`src/rtl/march_addr_gen_pkg.sv`:
```
// Shared types and constants for the march-element address generator.
// Latency: n/a. Backpressure: n/a.
package march_addr_gen_pkg;

    localparam int ADDR_WIDTH = 3;

    typedef enum logic [1:0] {
        IDLE = 2'b00,
        RUN  = 2'b01,
        DONE = 2'b10
    } state_t;

    localparam logic DIR_UP = 1'b1;
    localparam logic DIR_DN = 1'b0;

    // lu has priority over ld when both are requested.
    function automatic logic sel_dir(input logic lu, input logic ld);
        return lu ? DIR_UP : (ld ? DIR_DN : DIR_UP);
    endfunction

endpackage

```
`src/rtl/march_addr_gen_if.sv`:
```
// Controller-side bundle of the march address generator (addr_lim only with MARCH_ADDR_LIMIT_EN).
// Latency: n/a. Backpressure: hold stalls the sweep.
interface march_addr_gen_if #(
    parameter int AW = march_addr_gen_pkg::ADDR_WIDTH
);
    logic          start;
    logic          lu_in;
    logic          ld_in;
    logic          hold;
`ifdef MARCH_ADDR_LIMIT_EN
    logic [AW-1:0] addr_lim;
`endif
    logic [AW-1:0] addr_out;
    logic          addr_valid;
    logic          last;
    logic          done;
    logic          busy;
    logic          dir_err;

`ifdef MARCH_ADDR_LIMIT_EN
    modport master (
        output start, lu_in, ld_in, hold, addr_lim,
        input  addr_out, addr_valid, last, done, busy, dir_err
    );
    modport slave (
        input  start, lu_in, ld_in, hold, addr_lim,
        output addr_out, addr_valid, last, done, busy, dir_err
    );
`else
    modport master (
        output start, lu_in, ld_in, hold,
        input  addr_out, addr_valid, last, done, busy, dir_err
    );
    modport slave (
        input  start, lu_in, ld_in, hold,
        output addr_out, addr_valid, last, done, busy, dir_err
    );
`endif

endinterface

```
`src/rtl/march_addr_gen_updown_counter.sv`:
```
// Loadable up/down address counter with terminal-count flag (bound when up, zero when down).
// Latency: load/step visible one cycle later. Backpressure: counter holds while i_en is low.
module march_addr_gen_updown_counter #(
    parameter int W = 3
) (
    input  logic         clk,
    input  logic         rst,
    input  logic         i_load,
    input  logic [W-1:0] i_load_val,
    input  logic         i_en,
    input  logic         i_dir,
    input  logic [W-1:0] i_bound,
    output logic [W-1:0] o_cnt,
    output logic         o_tc
);
    import march_addr_gen_pkg::*;

    logic [W-1:0] r_cnt;

    always_ff @(posedge clk) begin
        if (rst) begin
            r_cnt <= '0;
        end else if (i_load) begin
            r_cnt <= i_load_val;
        end else if (i_en) begin
            r_cnt <= (i_dir == DIR_UP) ? r_cnt + W'(1) : r_cnt - W'(1);
        end
    end

    assign o_cnt = r_cnt;
    assign o_tc  = (i_dir == DIR_UP) ? (r_cnt == i_bound) : (r_cnt == '0);

endmodule

```
`src/rtl/march_addr_gen.sv`:
```
// March-element address sweep (0..bound or bound..0); bound from addr_lim when MARCH_ADDR_LIMIT_EN.
// Latency: first address one cycle after start. Backpressure: hold freezes address/valid/last.
module march_addr_gen #(
    parameter int ADDR_WIDTH = march_addr_gen_pkg::ADDR_WIDTH,
    parameter int MAX_ADDR   = 2**ADDR_WIDTH - 1
) (
    input  logic            clk,
    input  logic            rst,
    march_addr_gen_if.slave bus
);
    import march_addr_gen_pkg::*;

    localparam logic [ADDR_WIDTH-1:0] MAX_A = ADDR_WIDTH'(MAX_ADDR);

    state_t                  r_state;
    state_t                  w_state_nxt;
    logic                    r_dir;
    logic                    r_dir_err;
    logic [ADDR_WIDTH-1:0]   r_bound;
    logic                    w_load;
    logic                    w_en;
    logic                    w_tc;
    logic                    w_dir_ok;
    logic                    w_start_idle;
    logic                    w_valid;
    logic [ADDR_WIDTH-1:0]   w_bound_in;
    logic [ADDR_WIDTH-1:0]   w_load_val;
    logic [ADDR_WIDTH-1:0]   w_cnt;

`ifdef MARCH_ADDR_LIMIT_EN
    assign w_bound_in = bus.addr_lim;
`else
    assign w_bound_in = MAX_A;
`endif

    assign w_dir_ok     = bus.lu_in | bus.ld_in;
    assign w_start_idle = (r_state == IDLE) && bus.start;
    assign w_load_val   = (sel_dir(bus.lu_in, bus.ld_in) == DIR_UP) ? '0 : w_bound_in;

    always_ff @(posedge clk) begin
        if (rst) begin
            r_state <= IDLE;
        end else begin
            r_state <= w_state_nxt;
        end
    end

    always_comb begin
        w_state_nxt = r_state;
        w_load      = 1'b0;
        w_en        = 1'b0;
        case (r_state)
            IDLE: begin
                if (bus.start && w_dir_ok) begin
                    w_state_nxt = RUN;
                    w_load      = 1'b1;
                end
            end
            RUN: begin
                if (!bus.hold) begin
                    if (w_tc) begin
                        w_state_nxt = DONE;
                    end else begin
                        w_en = 1'b1;
                    end
                end
            end
            DONE:    w_state_nxt = IDLE;
            default: w_state_nxt = IDLE;
        endcase
    end

    // Direction and bound are captured only on an accepted start, so later
    // lu/ld/addr_lim changes cannot disturb a sweep in progress.
    always_ff @(posedge clk) begin
        if (rst) begin
            r_dir     <= DIR_UP;
            r_bound   <= '0;
            r_dir_err <= 1'b0;
        end else if (w_start_idle) begin
            if (w_dir_ok) begin
                r_dir   <= sel_dir(bus.lu_in, bus.ld_in);
                r_bound <= w_bound_in;
            end else begin
                r_dir_err <= 1'b1;
            end
        end
    end

    march_addr_gen_updown_counter #(
        .W (ADDR_WIDTH)
    ) u_cnt (
        .clk        (clk),
        .rst        (rst),
        .i_load     (w_load),
        .i_load_val (w_load_val),
        .i_en       (w_en),
        .i_dir      (r_dir),
        .i_bound    (r_bound),
        .o_cnt      (w_cnt),
        .o_tc       (w_tc)
    );

    assign w_valid        = (r_state == RUN);
    assign bus.addr_valid = w_valid;
    assign bus.addr_out   = w_valid ? w_cnt : '0;
    assign bus.last       = w_valid & w_tc;
    assign bus.done       = (r_state == DONE);
    assign bus.busy       = (r_state != IDLE);
    assign bus.dir_err    = r_dir_err;

endmodule

```
`src/flat_wrapper.sv`:
```
// flat-port wrapper written by rule: the top's interface ports become plain ports
module march_addr_gen_flat import march_addr_gen_pkg::*;
#(
    parameter int ADDR_WIDTH = march_addr_gen_pkg::ADDR_WIDTH,
    parameter int MAX_ADDR   = 2**ADDR_WIDTH - 1
)
  (clk, rst, bus_start, bus_lu_in, bus_ld_in, bus_hold, bus_addr_out, bus_addr_valid, bus_last, bus_done, bus_busy, bus_dir_err);
  march_addr_gen_if bus_i ();
  input  logic clk;
  input  logic rst;
  input wire logic [$bits(bus_i.start)-1:0] bus_start;
  input wire logic [$bits(bus_i.lu_in)-1:0] bus_lu_in;
  input wire logic [$bits(bus_i.ld_in)-1:0] bus_ld_in;
  input wire logic [$bits(bus_i.hold)-1:0] bus_hold;
  output wire logic [$bits(bus_i.addr_out)-1:0] bus_addr_out;
  output wire logic [$bits(bus_i.addr_valid)-1:0] bus_addr_valid;
  output wire logic [$bits(bus_i.last)-1:0] bus_last;
  output wire logic [$bits(bus_i.done)-1:0] bus_done;
  output wire logic [$bits(bus_i.busy)-1:0] bus_busy;
  output wire logic [$bits(bus_i.dir_err)-1:0] bus_dir_err;
  assign bus_i.start = bus_start;
  assign bus_i.lu_in = bus_lu_in;
  assign bus_i.ld_in = bus_ld_in;
  assign bus_i.hold = bus_hold;
  assign bus_addr_out = bus_i.addr_out;
  assign bus_addr_valid = bus_i.addr_valid;
  assign bus_last = bus_i.last;
  assign bus_done = bus_i.done;
  assign bus_busy = bus_i.busy;
  assign bus_dir_err = bus_i.dir_err;
  march_addr_gen #(.ADDR_WIDTH(ADDR_WIDTH), .MAX_ADDR(MAX_ADDR)) u_core (.clk(clk), .rst(rst), .bus(bus_i));
endmodule
```
`config.mk`:
```
export PLATFORM = sky130hd
export DESIGN_NAME = march_addr_gen_flat
export DESIGN_NICKNAME = d
export VERILOG_FILES = /design/src/rtl/march_addr_gen_pkg.sv /design/src/rtl/march_addr_gen_if.sv /design/src/rtl/march_addr_gen_updown_counter.sv /design/src/rtl/march_addr_gen.sv /design/src/flat_wrapper.sv
export SDC_FILE = /design/constraint.sdc
export NUM_CORES = 1
export LEC_CHECK = 0
export CAP_MARGIN = 40
export CELL_PAD_IN_SITES_DETAIL_PLACEMENT = 1
export CELL_PAD_IN_SITES_GLOBAL_PLACEMENT = 1
export CORE_MARGIN = 1
export CORE_UTILIZATION = 30
export DETAILED_ROUTE_END_ITERATION = 6
export PLACE_DENSITY = 0.81
export SLEW_MARGIN = 20
export SYNTH_ARGS = -nofsm -noshare
export SYNTH_HDL_FRONTEND = slang
export SYNTH_SLANG_ARGS = --single-unit
```
`constraint.sdc`:
```
create_clock -name clk -period 2.01 [get_ports clk]
set_clock_uncertainty 0.15 [all_clocks]
set_input_delay 0.402 -clock clk [delete_from_list [all_inputs] [get_ports clk]]
set_output_delay 0.402 -clock clk [all_outputs]
set_load 0.02 [all_outputs]
```
# Word level (Yosys, flattened, before mapping)
# Index checks and enable logic that the tools add are counted.
# W data, S select, Z words.
word_totals:
  inputBits: 6
  memories: 0
  ram_bits: 0
  out_inout_bits: 8
  latch_bits: 0
  wordCells: 42
  register_bits: 8
  mem_bits_ro: 0
classes:
  bitwise_logic: 3
  n_eq_ne: 6
  n_reduce_logical: 9
  n_shift: 0
  addsub: 2
  mux: 17
  mul: 0
  div: 0
  n_lt_le_gt_ge: 0
op_table:
  columns: ["op", "n"]
  rows:
  - ["$mux W3", 5]
  - ["$mux W1", 8]
  - ["$mux W2", 3]
  - ["$ne A2 B2 Y1 const B", 2]
  - ["$pmux W2 S2", 1]
  - ["$reduce_and A2 Y1", 2]
  - ["$reduce_bool A2 Y1", 2]
  - ["$add A3 B1 Y3 const B", 1]
  - ["$eq A3 B3 Y1", 1]
  - ["$logic_not A3 Y1", 1]
  - ["$reduce_and A3 Y1", 1]
  - ["$sub A3 B1 Y3 const B", 1]
  - ["$eq A2 B1 Y1 const B", 1]
  - ["$eq A2 B2 Y1 const B", 1]
  - ["$logic_and A1 B1 Y1", 2]
  - ["$logic_not A2 Y1", 1]
  - ["$ne A2 B1 Y1 const B", 1]
  - ["$and A1 B1 Y1", 1]
  - ["$not A1 Y1", 1]
  - ["$or A1 B1 Y1", 1]

# Depth between registers and ports, before layout
# Gate-level depths: netlist of run 1.
depth:
  ltp_word: 7
  ltp_mapped: 6
  ltp_nobuf: 6

# By module
# Synthesis of run 1 repeated with hierarchy kept, for this count alone.
hier_totals:
  hier_cells: 57
  area_unflattened_um2: 499.2
by_module_without_submodules:
  columns: ["mod", "seq_area_each_um2", "cells_per_inst", "instances", "area_each_um2"]
  rows:
  - ["march_addr_gen", 100.1, 29, 1, 270.3]
  - ["march_addr_gen_updown_counter", 60.1, 28, 1, 229.0]

# Least setup slack after synthesis of run 1
# No wires, ideal clock.
synth_timing:
  path_type: "register to output"
  start: "register u_core.u_cnt.r_cnt[2], in the netlist u_core.u_cnt.o_cnt[2]"
  end: "output bus_last"
  slack_ps: 164
  path_buffers: 0
  arrival_ps: 1294
  required_ps: 1458
  path_stages_with_launch: 4
  path_cell_list: "dfxtp_1 > or3_4 > mux2_4 > nor3_2"
synth_between:
  elab_chain_cells: 3
  word_cells_on_any_way: 4
  classes_between: "eq/ne (1); mux (1); bitwise (1); reduce/logical (1)"
synth_lines:
  columns: ["item", "line_no", "source"]
  rows:
  - ["from (decl)", "march_addr_gen_updown_counter.sv:18", "logic [W-1:0] r_cnt;"]
  - ["from (signal assigned)", "march_addr_gen_updown_counter.sv:24", "r_cnt <= i_load_val;"]
  - ["from (signal assigned)", "march_addr_gen_updown_counter.sv:26", "r_cnt <= (i_dir == DIR_UP) ? r_cnt + W'(1) : r_cnt - W'(1);"]
  - ["$eq A3 B3 Y1 or $logic_not A3 Y1 (tied branches)", "march_addr_gen_updown_counter.sv:31", "assign o_tc = (i_dir == DIR_UP) ? (r_cnt == i_bound) : (r_cnt == '0);"]
  - ["$mux W1 (*)", "march_addr_gen_updown_counter.sv:31", null]
  - ["$and A1 B1 Y1 (*)", "march_addr_gen.sv:107", "assign bus.last = w_valid & w_tc;"]
  - ["to (decl)", "flat_wrapper.sv:17", "output wire logic [$bits(bus_i.last)-1:0] bus_last;"]
# Mark *: on every way between the ends. The rest lies on a longest branch, timed or not.

# Worst setup path after layout of run 1
# Ends and elaborated chain as after synthesis.

==> results.md, run 1 <==
- Status: finished, violations left
- Violated checks: negative setup slack
- Seq/Total Area, Yosys: 33.1%
- Critical Path Source Type: flop
- Leakage: 0.354 nW
- Footprint of the multi-input gates: 313 um2
- Initial DRT Pass Iterations: 3
- Syn nets: 63
- Largest net degree at the start of global routing: 11
- DRC viols: 0
- Fin crit share: 103%
- Maximum capacitance violations: 0
- Unrepaired setup endpoints after global routing: true
- Final setup fails: 1
- Reg clk slew, reported paths: 0.07 ns
- Clock root buffer: clkbuf_4
- Vias/cell: 5.18
- Fin crit period: 2.07 ns
- Setup Crit Path Kind: flop to primary output
- First-pass GRT wire length: 2770 um
- DRT antenna net count: 0
- Max Clock Freq: 484 MHz
- Fin. Hold Viols: 0
- Wire per inst: 16.0 um
- Die Area: 1780 um2
- Inserted Clock Buffers: 3
- Worst r2r path cells: 6
- Non-filler instance count after layout: 103
- Final core occ: 51.5%
- Routability cong.: 0.757
- Area growth syn-to-layout: 60.2%
- Die Y: 42.2 um
- Via count: 534
- Slowest CP cell: or3_4
- Crit-path max FO: 2
- Fin area: 776 um2
- Post-Syn Area: 484 um2
- Hold Buf Count CTS: 0
- Crit. End Element: primary output
- FF+latch count, synth: 8
- Placed instance count: 100
- Metal-1 WL: 702 um
- # rows: 14
- Clock Tree Buf Depth: 2
- Starting density of the core: 32.1%
- Routed wl met3: 44 um
- Vias in the first global route: 594
- Total Negative Setup Slacks: -0.0575 ns
- Top Layer Used: met4
- Max Slew Vio Count: 0
- Worst hold slack: 0.361 ns
- Postcts setup bufs: 0
- ANT cells: 0
- VDD IR max: 0.292 mV
- HPWL Detailed: 1300 um
- Syn Area/Cell: 8.65 um2
- Fill count: 195
- Pwr/cell area: 704 nW/um2
- Total grt overflow: 0
- Io pins: 14
- CP max stage delay: 0.38 ns
- Headroom to the max-slew limit: 78.3%
- Hold endpoint: u_core.bus.dir_err$_SDFFE_PP0P_
- R2r startpoint: u_core.r_dir$_SDFFE_PP1P_
- Worst hold stages: 2
- Worst-path cell chain: or3_4 > mux2_4 > nor3_4 > buf_6
- Worst skew pair latency: 0.26 ns
- Flop-to-flop setup slack: 0.12 ns
- Register Area: 161 um2
- Initial antenna violation count: 0
- Hold path start: u_core.bus.dir_err$_SDFFE_PP0P_
- Port Buffers: 13
- Hold crit path type: flop to flop
- Routed Wire Length: 1650 um
- Core ar.: 1510 um2
- Mapped Cells: 56
- Layout Nets: 96
- Ratio of cells with drive above 1 in the final layout: 34.5%
- CTS Sinks: 8
- H-tree depth: 1
- Starting DRT DRC Count: 6
- CTS tree: built
- Yosys Warn Count: 0
- Setup ws final: -0.0575 ns
- Post-place instance area: 749 um2
- Die X: 42.2 um
- Worst slew pin tran: 0.317 ns
- Met2 Routed Length: 881 um
- R2R Path End: u_core.u_cnt.o_cnt[2]$_SDFFE_PP0P_
- Total global-route track usage: 21.2%
- Arr. time, crit path: 1.52 ns
- Critical Path RT: 1.46 ns
- Distinct cell type count after synthesis: 29
-- flip-flops by register name, indices dropped and copies added, names as in the netlist --
signal / count
u_core.u_cnt.o_cnt: 3
u_core.r_dir: 1
u_core.r_bound: 1
u_core.r_state: 2
u_core.bus.dir_err: 1
-- worst max path at each step --
stage | from | end | slack [ns] | depth (start not counted)
2_1_floorplan | u_core.u_cnt.o_cnt[2]$_SDFFE_PP0P_ | bus_last | 0.16 | 3
3_3_place_gp | u_core.u_cnt.o_cnt[2]$_SDFFE_PP0P_ | bus_last | -0.23 | 4
3_5_place_dp | u_core.u_cnt.o_cnt[2]$_SDFFE_PP0P_ | bus_last | -0.23 | 4
4_1_cts | u_core.u_cnt.o_cnt[2]$_SDFFE_PP0P_ | bus_last | -0.07 | 4
5_1_grt | u_core.u_cnt.o_cnt[2]$_SDFFE_PP0P_ | bus_last | -0.11 | 4
6_report | u_core.u_cnt.o_cnt[2]$_SDFFE_PP0P_ | bus_last | -0.06 | 4
-- area by class of cell --
cell class | instances | area share, %
inverter | 5 | 2.42
multi-input combinational | 42 | 40.3
sequential | 8 | 20.8
timing repair buffer | 29 | 31.0
clock buffer | 3 | 2.90
tap | 16 | 2.58
-- kinds of logic after synthesis --
family	after synthesis	share of synthesized area, %
AND/OR/NAND/NOR	25	30.0
buffers and inverters	6	4.91
adder cells (fa/ha/maj)	1	4.13
multiplexers	1	3.10
XOR/XNOR	1	1.81
AO/OA/AOI/OAI	14	23.0
flip-flops	8	33.1
-- per-stage QoR --
stage | worst slack, ns | power [W]
6_report | -0.0575 | 0.000546
2_1_floorplan | 0.164 | 0.000299
4_1_cts | -0.0708 | 0.000551
3_3_place_gp | -0.228 | 0.000405
5_1_grt | -0.111 | 0.000582
3_5_place_dp | -0.235 | 0.000414
-- synth_stat cells --
| master | instances | area, um2 |
|---|---|---|
| or3_4 | 1 | 11.3 |
| a31oi_1 | 1 | 6.26 |
| a311oi_1 | 1 | 8.76 |
| a31oi_2 | 1 | 12.5 |
| nand3_1 | 1 | 5.00 |
| and2_1 | 1 | 6.26 |
| fa_1 | 1 | 20.0 |
| nand2_1 | 5 | 18.8 |
| inv_1 | 4 | 15.0 |
| nor2b_1 | 3 | 18.8 |
| xnor2_1 | 1 | 8.76 |
| a211o_1 | 1 | 8.76 |
| dfxtp_1 | 8 | 160 |
| nor3_1 | 3 | 15.0 |
| inv_2 | 1 | 3.75 |
| nor2_1 | 5 | 18.8 |
| or2_1 | 1 | 6.26 |
| mux2_4 | 1 | 15.0 |
| a221oi_1 | 2 | 17.5 |
| o21ai_0 | 2 | 10.0 |
| nor3_2 | 1 | 10.0 |
| nor3b_1 | 1 | 7.51 |
| and3b_1 | 1 | 8.76 |
| a21oi_1 | 3 | 15.0 |
| nor3b_2 | 1 | 12.5 |
| buf_2 | 1 | 5.00 |
| a2111oi_2 | 1 | 15.0 |
| a2111oi_0 | 2 | 17.5 |
| nand4_1 | 1 | 6.26 |
-- power breakdown --
group | leakage [nW] | internal (W) | switching (W)
registers | 0.0665 | 0.000174 | 0.0000115
logic | 0.273 | 0.000117 | 0.000112
clock network | 0.0138 | 0.0000687 | 0.0000635
-- worst max-delay path: cells and delay by family (launching register included) --
| kind | cells | cell delay [ns] |
|---|---|---|
| buffers and inverters | 1 | 0.14 |
| DFF | 1 | 0.31 |
| muxes | 1 | 0.28 |
| and+or+nand+nor | 2 | 0.51 |
-- placed cells by master, fill, tap and decap left out, drive strengths merged, types with 3 or more instances in the layout --
cell type / synthesis / final
nor2: 5 / 5
clkdlybuf4s50: 0 / 6
nor3: 4 / 4
a21oi: 3 / 3
clkbuf: 0 / 4
nand2: 5 / 5
buf: 1 / 17
inv: 5 / 5
dlygate4sd2: 0 / 5
a2111oi: 3 / 3
nor2b: 3 / 3
dfxtp: 8 / 8
-- layer usage --
layer,vias to the layer above,GRT usage [%]
li1,268,-
met1,255,24.0
met2,9,38.5
met3,2,3.02
met4,0,10.0
met5,-,0
-- what timing repair did --
item,in CTS,in global routing
gates cloned,0,0
endpoints found under the setup margin,8,3
gates resized for setup,15,4
No activity file was read; power rests on OpenSTA's default activity.
==> run 2, diff against run 1 <==
--- a/config.mk
+++ b/config.mk
@@ -6,11 +6,12 @@
 export NUM_CORES = 1
 export LEC_CHECK = 0
 export CAP_MARGIN = 40
-export CELL_PAD_IN_SITES_DETAIL_PLACEMENT = 1
+export CELL_PAD_IN_SITES_DETAIL_PLACEMENT = 0
 export CELL_PAD_IN_SITES_GLOBAL_PLACEMENT = 1
 export CORE_MARGIN = 1
 export CORE_UTILIZATION = 30
 export DETAILED_ROUTE_END_ITERATION = 6
+export GPL_ROUTABILITY_DRIVEN = 0
 export PLACE_DENSITY = 0.81
 export SLEW_MARGIN = 20
 export SYNTH_ARGS = -nofsm -noshare
==> constraint.sdc (replaced) <==
create_clock -name clk -period 2.15 [get_ports clk]
set_clock_uncertainty 0.15 [all_clocks]
set_input_delay 0.43 -clock clk [delete_from_list [all_inputs] [get_ports clk]]
set_output_delay 0.43 -clock clk [all_outputs]
set_load 0.02 [all_outputs]
==> results.md, run 2 (synthesized netlist as in run 1, its figures left out) <==
- Fin crit period: 2.11 ns
- Pwr/cell area: 656 nW/um2 (-6.9%)
- Max Slew Vio Count: 0 (unchanged)
- Initial DRT Pass Iterations: 4 (+1)
- R2R Path End: u_core.u_cnt.o_cnt[2]$_SDFFE_PP0P_
- Area growth syn-to-layout: 52.7%
- Core ar.: 1510 um2 (unchanged)
- CTS tree: built
- Hold crit path type: flop to flop
- Hold endpoint: u_core.bus.dir_err$_SDFFE_PP0P_
- ANT cells: 0 (unchanged)
- Fill count: 159 (-18%)
- Crit-path max FO: 2 (unchanged)
- Ratio of cells with drive above 1 in the final layout: 29.6% (-4.9 points)
- Final core occ: 49.1% (-2.4 points)
- Vias in the first global route: 509 (-14%)
- Starting density of the core: 32.1% (unchanged)
- Routing usage on met2: 25.8% (-13 points)
- Critical Path RT: 1.57 ns (+0.11 ns)
- R2r startpoint: u_core.r_dir$_SDFFE_PP1P_
- Worst hold stages: 2 (unchanged)
- Unrepaired setup endpoints after global routing: true
- Die X: 42.2 um (unchanged)
- GR peak layer: met2
- Post-place instance area: 704 um2 (-6.0%)
- Critical Path Source Type: flop
- Worst slew pin tran: 0.448 ns (+0.130 ns)
- Inserted Clock Buffers: 3 (unchanged)
- # rows: 14 (unchanged)
- Setup Crit Path Kind: flop to primary output
- Headroom to the max-slew limit: 70.1% (-8.2 points)
- Routed Wire Length: 1240 um (-25%)
- First-pass GRT wire length: 2100 um (-24%)
- Setup ws final: 0.0356 ns (+0.0931 ns)
- Layout Nets: 90 (-6.3%)
- Flop-to-flop setup slack: 0.24 ns (+0.12 ns)
- Most common cell after layout, fill and taps aside: buf_4
- Crit. End Element: primary output
- Port Buffers: 13 (unchanged)
- Worst skew pair latency: 0.26 ns (about the same)
- Fin crit share: 98.3%
- Via count: 519 (-2.8%)
- Leakage: 0.332 nW (-6.1%)
- Total grt overflow: 0 (unchanged)
- Clock Tree Buf Depth: 2 (unchanged)
- DRT antenna net count: 0 (unchanged)
- Hold Buf Count CTS: 0 (unchanged)
- Vias/cell: 5.35 (+3.2%)
- Fin area: 739 um2 (-4.7%)
- Fin. Hold Viols: 0 (unchanged)
- Met3 usage: 7.76% (+4.7 points)
- H-tree depth: 1 (unchanged)
- Maximum capacitance violations: 0 (unchanged)
- Commonest non-fill, non-tap cells in the layout: buf_4, clkdlybuf4s50_1, dfxtp_1, nand2_1
- Worst r2r path cells: 6 (unchanged)
- Starting DRT DRC Count: 2 (-4)
- DRC viols: 0 (unchanged)
- CTS Sinks: 8 (unchanged)
- Total global-route track usage: 16.0% (-5.2 points)
- VDD IR max: 0.395 mV (+35%)
- Final setup fails: 0 (-1)
- HPWL Detailed: 994 um (-24%)
- Wire per inst: 12.7 um (-21%)
- Die Area: 1780 um2 (unchanged)
- Status: complete, no violations
- Largest register FFs: 3 (unchanged)
- Arr. time, crit path: 1.53 ns (about the same)
- Clock root buffer: clkbuf_4
- Initial antenna violation count: 0 (unchanged)
- Largest net degree at the start of global routing: 8 (-3)
- Hold path start: u_core.bus.dir_err$_SDFFE_PP0P_
- Reg clk slew, reported paths: 0.05 ns (-0.02 ns)
- Postcts setup bufs: 0 (unchanged)
- Io pins: 14 (unchanged)
- Max Clock Freq: 473 MHz
- M1 GR Usage: 18.4% (-5.6 points)
- Setup crit start: u_core.u_cnt.o_cnt[2]$_SDFFE_PP0P_
- Post-place setup slack: -0.135 ns (+0.0999 ns)
- Die Y: 42.2 um (unchanged)
run 2: cell types whose count changed in the layout (fill, tap and decap cells not counted), sizes merged:
cell	before	now
dlygate4sd2	5	3
dlymetal6s2s	0	1
clkbuf	4	3
clkdlybuf4s50	6	8
buf	17	11
run 2: metrics by stage:
stage,TNS (ns),cells,hold slack (ns),power [W]
floorplan,0,56,0.312,0.000279
global placement,-0.123,94,0.311,0.000362
detailed placement,-0.165,94,0.313,0.000365
CTS,0,97,0.336,0.000483
global route,-0.0121,97,0.374,0.000517
finish,0,97,0.326,0.000485
run 2: layout make-up:
class                           count  area, um2  share of cell area, %
Sequential cell                     8        163                   22.0
Timing Repair Buffer               23        205                   27.7
Clock buffer                        3       22.5                   3.05
Inverter                            5       18.8                   2.54
Multi-Input combinational cell     42        310                   42.0
Tap cell                           16       20.0                   2.71
run 2: critical path, stage by stage (launching register included):
cell,delay [ns]
dfxtp_2,0.32
or3_4,0.38
mux2_4,0.29
nor3_4,0.14
buf_6,0.14
run 2: power by group:
group | internal [W] | switching (W)
logic | 0.0000971 | 0.0000946
registers | 0.000164 | 0.0000113
clock network | 0.0000640 | 0.0000538
run 2: worst max-delay path by stage:
| stage | end | cells past startpoint | slack [ns] |
|---|---|---|---|
| final | bus_last | 4 | 0.04 |
| after global routing | bus_last | 4 | -0.01 |
| after CTS | bus_last | 4 | 0.01 |
| after detailed placement | bus_last | 4 | -0.13 |
| after global placement | bus_last | 4 | -0.12 |
| after floorplan | bus_last | 3 | 0.28 |
run 2: per-layer routing:
layer | share of wire [%] | routed length (um) | up-vias
li1 | - | - | 255
met5 | 0 | 0 | -
met2 | 49 | 601 | 12
met1 | 44 | 539 | 247
met3 | 5.8 | 72 | 5
met4 | 1.7 | 21 | 0
run 2: what timing repair did:
| item | in CTS | in global routing |
|---|---|---|
| resized for setup | 8 | 7 |
| setup endpoints to repair | 4 | 3 |
| gates cloned | 0 | 0 |
